===== config.mk =====
export PLATFORM = sky130hd
export DESIGN_NAME = fetch_controller
export DESIGN_NICKNAME = d
export VERILOG_FILES = /design/src/rtl/fetch_controller.sv
export SDC_FILE = /design/constraint.sdc
export NUM_CORES = 1
export LEC_CHECK = 0
export CAP_MARGIN = 20
export CORE_ASPECT_RATIO = 0.8
export CORE_MARGIN = 2
export CORE_UTILIZATION = 48
export CTS_CLUSTER_SIZE = 24
export DETAILED_ROUTE_END_ITERATION = 10
export PLACE_DENSITY_LB_ADDON = 0.12
export SYNTH_ARGS = -nofsm -noshare
export SYNTH_HDL_FRONTEND = slang
export SYNTH_SLANG_ARGS = --single-unit

===== constraint.sdc =====
create_clock -name clk -period 4.9 [get_ports clk]
set_clock_uncertainty 0.05 [all_clocks]
set_input_delay 0.49 -clock clk [delete_from_list [all_inputs] [get_ports clk]]
set_output_delay 0.49 -clock clk [all_outputs]
set_load 0.1 [all_outputs]

===== src/rtl/fetch_controller.sv =====
// rtl/fetch_controller.sv - PC sequencing, redirect/stall handling and IF/ID capture for the MIPS fetch stage
module fetch_controller #(
  parameter int                    MEMORY_DEPTH = 256,
  parameter int                    DATA_WIDTH   = 32,
  parameter logic [DATA_WIDTH-1:0] TEXT_BASE    = 32'h0040_0000,
  parameter logic [DATA_WIDTH-1:0] NOP          = 32'h0000_0000
) (
  input  logic                  clk,
  input  logic                  reset,
  input  logic                  Stall,
  input  logic                  BranchTaken,
  input  logic [DATA_WIDTH-1:0] BranchTarget,
  input  logic                  Jump,
  input  logic [DATA_WIDTH-1:0] JumpTarget,
  input  logic [DATA_WIDTH-1:0] Instruction,
  output logic [DATA_WIDTH-1:0] ProgramAddress,
  output logic [DATA_WIDTH-1:0] PC,
  output logic [DATA_WIDTH-1:0] IFID_Instruction,
  output logic [DATA_WIDTH-1:0] IFID_PCPlus4,
  output logic                  IFID_Valid,
  output logic                  Halted,
  output logic [15:0]           FetchCount
);

  localparam logic [DATA_WIDTH-1:0] IMAGE_BYTES = DATA_WIDTH'(MEMORY_DEPTH * 4);
  localparam logic [DATA_WIDTH-1:0] PC_STEP     = DATA_WIDTH'(4);

  typedef enum logic [1:0] {BOOT, RUN, HALT} state_t;

  state_t                  state, state_next;
  logic [DATA_WIDTH-1:0]   pc_next, inst_next, pcp4_next;
  logic                    valid_next;
  logic [15:0]             count_next;

  // Lower bound first so the subtraction below can never wrap.
  function automatic logic in_image(input logic [DATA_WIDTH-1:0] addr);
    return (addr >= TEXT_BASE) && ((addr - TEXT_BASE) < IMAGE_BYTES);
  endfunction

  assign ProgramAddress = PC - TEXT_BASE;
  assign Halted         = (state == HALT);

  always_ff @(posedge clk or negedge reset) begin
    if (!reset) begin
      state            <= BOOT;
      PC               <= TEXT_BASE;
      IFID_Instruction <= NOP;
      IFID_PCPlus4     <= '0;
      IFID_Valid       <= 1'b0;
      FetchCount       <= '0;
    end else begin
      state            <= state_next;
      PC               <= pc_next;
      IFID_Instruction <= inst_next;
      IFID_PCPlus4     <= pcp4_next;
      IFID_Valid       <= valid_next;
      FetchCount       <= count_next;
    end
  end

  always_comb begin
    state_next = state;
    pc_next    = PC;
    inst_next  = IFID_Instruction;
    pcp4_next  = IFID_PCPlus4;
    valid_next = IFID_Valid;
    count_next = FetchCount;
    case (state)
      BOOT: begin
        state_next = RUN;
        inst_next  = NOP;
        pcp4_next  = '0;
        valid_next = 1'b0;
      end
      RUN: begin
        if (BranchTaken) begin
          pc_next    = BranchTarget;
          inst_next  = NOP;
          pcp4_next  = '0;
          valid_next = 1'b0;
        end else if (Jump && !Stall) begin
          pc_next    = JumpTarget;
          inst_next  = NOP;
          pcp4_next  = '0;
          valid_next = 1'b0;
        end else if (!in_image(PC)) begin
          state_next = HALT;
          inst_next  = NOP;
          pcp4_next  = '0;
          valid_next = 1'b0;
        end else if (!Stall) begin
          pc_next    = PC + PC_STEP;
          inst_next  = Instruction;
          pcp4_next  = PC + PC_STEP;
          valid_next = 1'b1;
          count_next = (FetchCount == 16'hFFFF) ? FetchCount : FetchCount + 16'd1;
        end
      end
      HALT: begin
        // Only an EX-stage branch can restart fetch; an out-of-image target keeps us parked.
        inst_next  = NOP;
        pcp4_next  = '0;
        valid_next = 1'b0;
        if (BranchTaken) begin
          pc_next = BranchTarget;
          if (in_image(BranchTarget)) state_next = RUN;
        end
      end
      default: state_next = BOOT;
    endcase
  end

endmodule


==> qor_table.md <==
| Result | Reported | Unit |
|---|---|---|
| Post-route setup TNS | 0 | ps |
| Antenna violations before repair | 0 | - |
| Net count of the mapped netlist | 726 | - |
| Number of warnings issued by yosys | 0 | - |
| Worst slew margin relative to its limit | 31.1 | % |
| First-pass GRT wire length | 32000 | um |
| Number of sinks driven by the clock tree | 115 | - |
| Initial Utilization | 49.3 | % |
| Post-DP HPWL | 14800 | um |
| Area share of the largest cell type after synthesis | 45.0 | % |
| Fraction of the mapped netlist area in simple logic gates | 16.2 | % |
| Multiplexer share of the synthesized area | 0.849 | % |
| CTS H-Tree Depth | 4 | - |
| Final standard cell count with taps included and fillers excluded | 1012 | - |
| Crit. End Element | output pin | - |
| Cell count after placement | 980 | - |
| Share of flip-flops with an asynchronous set or reset | 100 | % |
| Number of I/O port buffers | 246 | - |
| DR iter-0 viols | 616 | - |
| Largest family of logic cells by synthesized area | compound AO/OA/AOI/OAI gates | - |
| Vias | 6096 | - |
| Setup repair after global routing missed its margin | no | - |
| Largest net degree at the start of global routing | 67 | - |
| Post-CTS sizing | 0 | - |
| Count of flip-flops with a built-in enable after synthesis | 0 | - |
| Chip Width | 132 | um |
| Final GP Congestion | 0.888 | - |
| Transition at the pin with the smallest max-transition slack | 1030 | ps |
| Final Cycle Share | 81.1 | % |
| # DRC | 0 | - |
| Average via count per standard cell | 6.02 | - |
| Sequential element share of the synthesized area | 45.4 | % |
| CP Data Arrival Time | 3430 | ps |
| Core occupancy in the finished layout | 72.0 | % |
| Antenna viol nets, final | 0 | - |
| Largest fanout of any net on the critical path | 9 | - |
| Highest-delay cell along the critical path | sky130_fd_sc_hd__clkdlybuf4s50_1 | - |
| Peak-usage layer in the global routing report | met2 | - |
| Net count, final | 934 | - |
| Shortest clock period the worst path allows after layout | 3970 | ps |
| Std-Cell Core Area | 0.0129 | mm^2 |
| Total congestion overflow | 0 | - |
| Multi-input combinational cell area | 0.00294 | mm^2 |
| Met3 Use GR | 6.48 | % |
| Largest area contributor in the synthesized netlist | sky130_fd_sc_hd__dfrtp_1 | - |
| Highest Clock Rate | 252 | MHz |
| Maximum clock insertion buffer count | 2 | - |
| Unique masters post-synth | 63 | - |
| Number of clock buffers inserted by TritonCTS | 17 | - |
| Path class of the lowest-slack min-delay path | in2async | - |
| Average wire length per cell after detail routing | 20.3 | um |
| Die height | 107 | um |
| Total iterations of the first detailed-routing run | 6 | - |
| Largest cells by area after synthesis | sky130_fd_sc_hd__dfrtp_1 45%, sky130_fd_sc_hd__a22o_1 7.5%, sky130_fd_sc_hd__buf_4 3.0%, sky130_fd_sc_hd__xor2_1 2.6%, sky130_fd_sc_hd__o2bb2ai_1 2.5% | - |
| Count of pins on the block boundary | 247 | - |
| Destination of the worst register-to-register timing path | IFID_Instruction[21] | - |
| Worst reg2reg startpoint | PC[22] | - |
| Number of buffers inserted to repair setup after CTS | 0 | - |
| Setup slack of the most critical reg-to-reg path | 1490 | ps |
| Status | completed | - |
| Final Slew Violations | 0 | - |
| # fillers | 979 | - |
| Clock Latency Late Sink | 420 | ps |
| Maximum ir drop on the vdd rail | 0.606 | mV |
| Vias in the first global route | 5773 | - |
| Fraction of the mapped netlist area in adder cells | 1.78 | % |
| Overall routing resource usage | 29.1 | % |
| Clock edge transition at the registers on the reported setup and hold paths | 60 | ps |
| Number of cells on the worst reg-to-reg path | 9 | - |
| Layout cells sized above 1 | 7.05 | % |
| Met1 usage in global routing | 41.2 | % |
| Worst path cell trace | inv_1, ha_1, nor3b_1, nand2_1, nor3_1, xor2_1, clkdlybuf4s50_1 | - |
| Syn Inst Count | 616 | - |
| Synthesized area | 0.00634 | mm^2 |
| Max-cap violations | 0 | - |
| Mean area per synthesized cell | 10.3 | um^2 |
| Startpoint-to-endpoint class of the critical path | reg2out | - |
| Synth-to-layout area growth | 46.2 | % |
| Xor/xnor cell area share of the yosys netlist | 4.56 | % |
| Sequential cell area | 0.00288 | mm^2 |
| Number of setup violations in the final report | 0 | - |
| Type of origin of the critical path | register | - |
| CTS root buf | sky130_fd_sc_hd__clkbuf_16 | - |
| Register bit count reported by yosys | 115 | - |
| Main synth FF type | sky130_fd_sc_hd__dfrtp_1 | - |
| Crit path required time | 4360 | ps |
| Power per Cell Area | 736 | mW/mm^2 |
| Count of endpoints failing hold in the final timing report | 0 | - |
| CTS tree | built | - |
| Row cnt | 37 | - |
| Cell leakage power | 3.86 | nW |
| Area of the die | 0.0141 | mm^2 |
| Number of buffers added to fix hold violations after cts | 0 | - |
| Diodes inserted | 0 | - |
| Drt total wl | 20600 | um |
| Global-route track usage on met2 | 44.8 | % |
| Fraction of the mapped netlist area in compound gates | 22.8 | % |
| CP peak stage delay | 1150 | ps |
[where the power goes]
group	total [W]	switching [W]	leakage (nW)	internal, W
Clock	0.00131	0.000475	0.303	0.000837
Combinational	0.00408	0.00308	2.02	0.00100
Sequential	0.00143	0.000332	1.54	0.00110
[cell families after synthesis]
| family | Yosys count |
|---|---|
| fa+ha+maj | 9 |
| flops | 115 |
| compound gates | 183 |
| xor+xnor | 33 |
| simple gates | 187 |
| buf+inv | 84 |
| mux | 5 |
[metrics by stage]
step	setup slack, ps	instance area (um^2)	hold slack, ps	power [W]
2_1_floorplan	163	6350	144	0.00462
4_1_cts	904	9260	140	0.00681
6_report	927	9260	109	0.00682
3_5_place_dp	1360	8640	421	0.00549
5_1_grt	727	9260	166	0.00707
3_3_place_gp	1450	8640	417	0.00546
[metal layers]
metal	vias up	part of all wire, %
met5	-	0
met4	0	1.3
met3	25	9.2
met2	328	46
met1	3002	44
li1	2741	-
[cells in the final DEF (no fill, tap or decap), drive strengths merged, types with 5 or more instances in the layout]
| cell type | Yosys | layout |
|---|---|---|
| o2bb2ai | 18 | 18 |
| inv | 17 | 22 |
| dfrtp | 114 | 114 |
| o211ai | 19 | 19 |
| o21ai | 23 | 23 |
| clkdlybuf4s50 | 0 | 245 |
| a22o | 54 | 54 |
| xnor2 | 14 | 14 |
| and4 | 7 | 7 |
| a222oi | 7 | 7 |
| nor4 | 15 | 15 |
| a221oi | 5 | 5 |
| a21oi | 11 | 11 |
| nor3 | 15 | 15 |
| and2 | 21 | 21 |
| ha | 9 | 9 |
| nand4 | 12 | 12 |
| nand3 | 22 | 22 |
| xor2 | 19 | 19 |
| buf | 45 | 11 |
| o221ai | 7 | 7 |
| o311ai | 6 | 6 |
| a21o | 5 | 5 |
| a22oi | 6 | 6 |
| nand2 | 41 | 41 |
| and3 | 7 | 7 |
| clkbuf | 22 | 20 |
| nor2 | 29 | 29 |
[Yosys cell counts, drive strengths merged, types with 4 or more instances]
master and n:
and4 7, a21o 5, o221ai 7, o22ai 4
o211ai 19, a222oi 7, ha 9, xnor2 14
buf 45, nand2 41, nor4 15, clkbuf 22
a22oi 6, o311ai 6, nand3 22, and2 21
nand4 12, or4 4, a22o 54, nor2 29
a21oi 11, o21ai 23, o2bb2ai 18, nor3 15
dfrtp 114, xor2 19, a221oi 5, and3 7
inv 17
[critical path: cells and delay by family (launching register included)]
kind / cells / cell delay (ps)
xor gates and xnor gates: 1 / 160
buffers and inverters: 2 / 1330
and+or+nand+nor: 3 / 820
DFF: 1 / 470
adders and majority gates: 1 / 250
[worst max-delay path by stage]
stage                     startpoint                  to  slack, ps  cells past startpoint
after CTS                     PC[23]  ProgramAddress[30]        900                      7
after global placement        PC[23]  ProgramAddress[30]       1450                      7
after floorplan               PC[22]     IFID_PCPlus4[0]        160                     12
after detailed placement      PC[23]  ProgramAddress[30]       1360                      7
final                         PC[23]  ProgramAddress[30]        930                      7
after global routing          PC[23]  ProgramAddress[30]        730                      7
[layout make-up]
cell class                 count  area share, %
multi-input combinational    417           31.8
sequential                   115           31.1
timing repair buffer         256           27.4
clock buffer                  20           4.93
tap                          175           2.36
clock inverter                12           1.81
inverter                      17          0.689
[state kept, by name, indices dropped and copies added, names as in the netlist]
name	count
FetchCount	16
IFID_PCPlus4	32
state	2
IFID_Valid	1
IFID_Instruction	32
PC	32
Note: power is estimated with default switching activity, not from simulation.
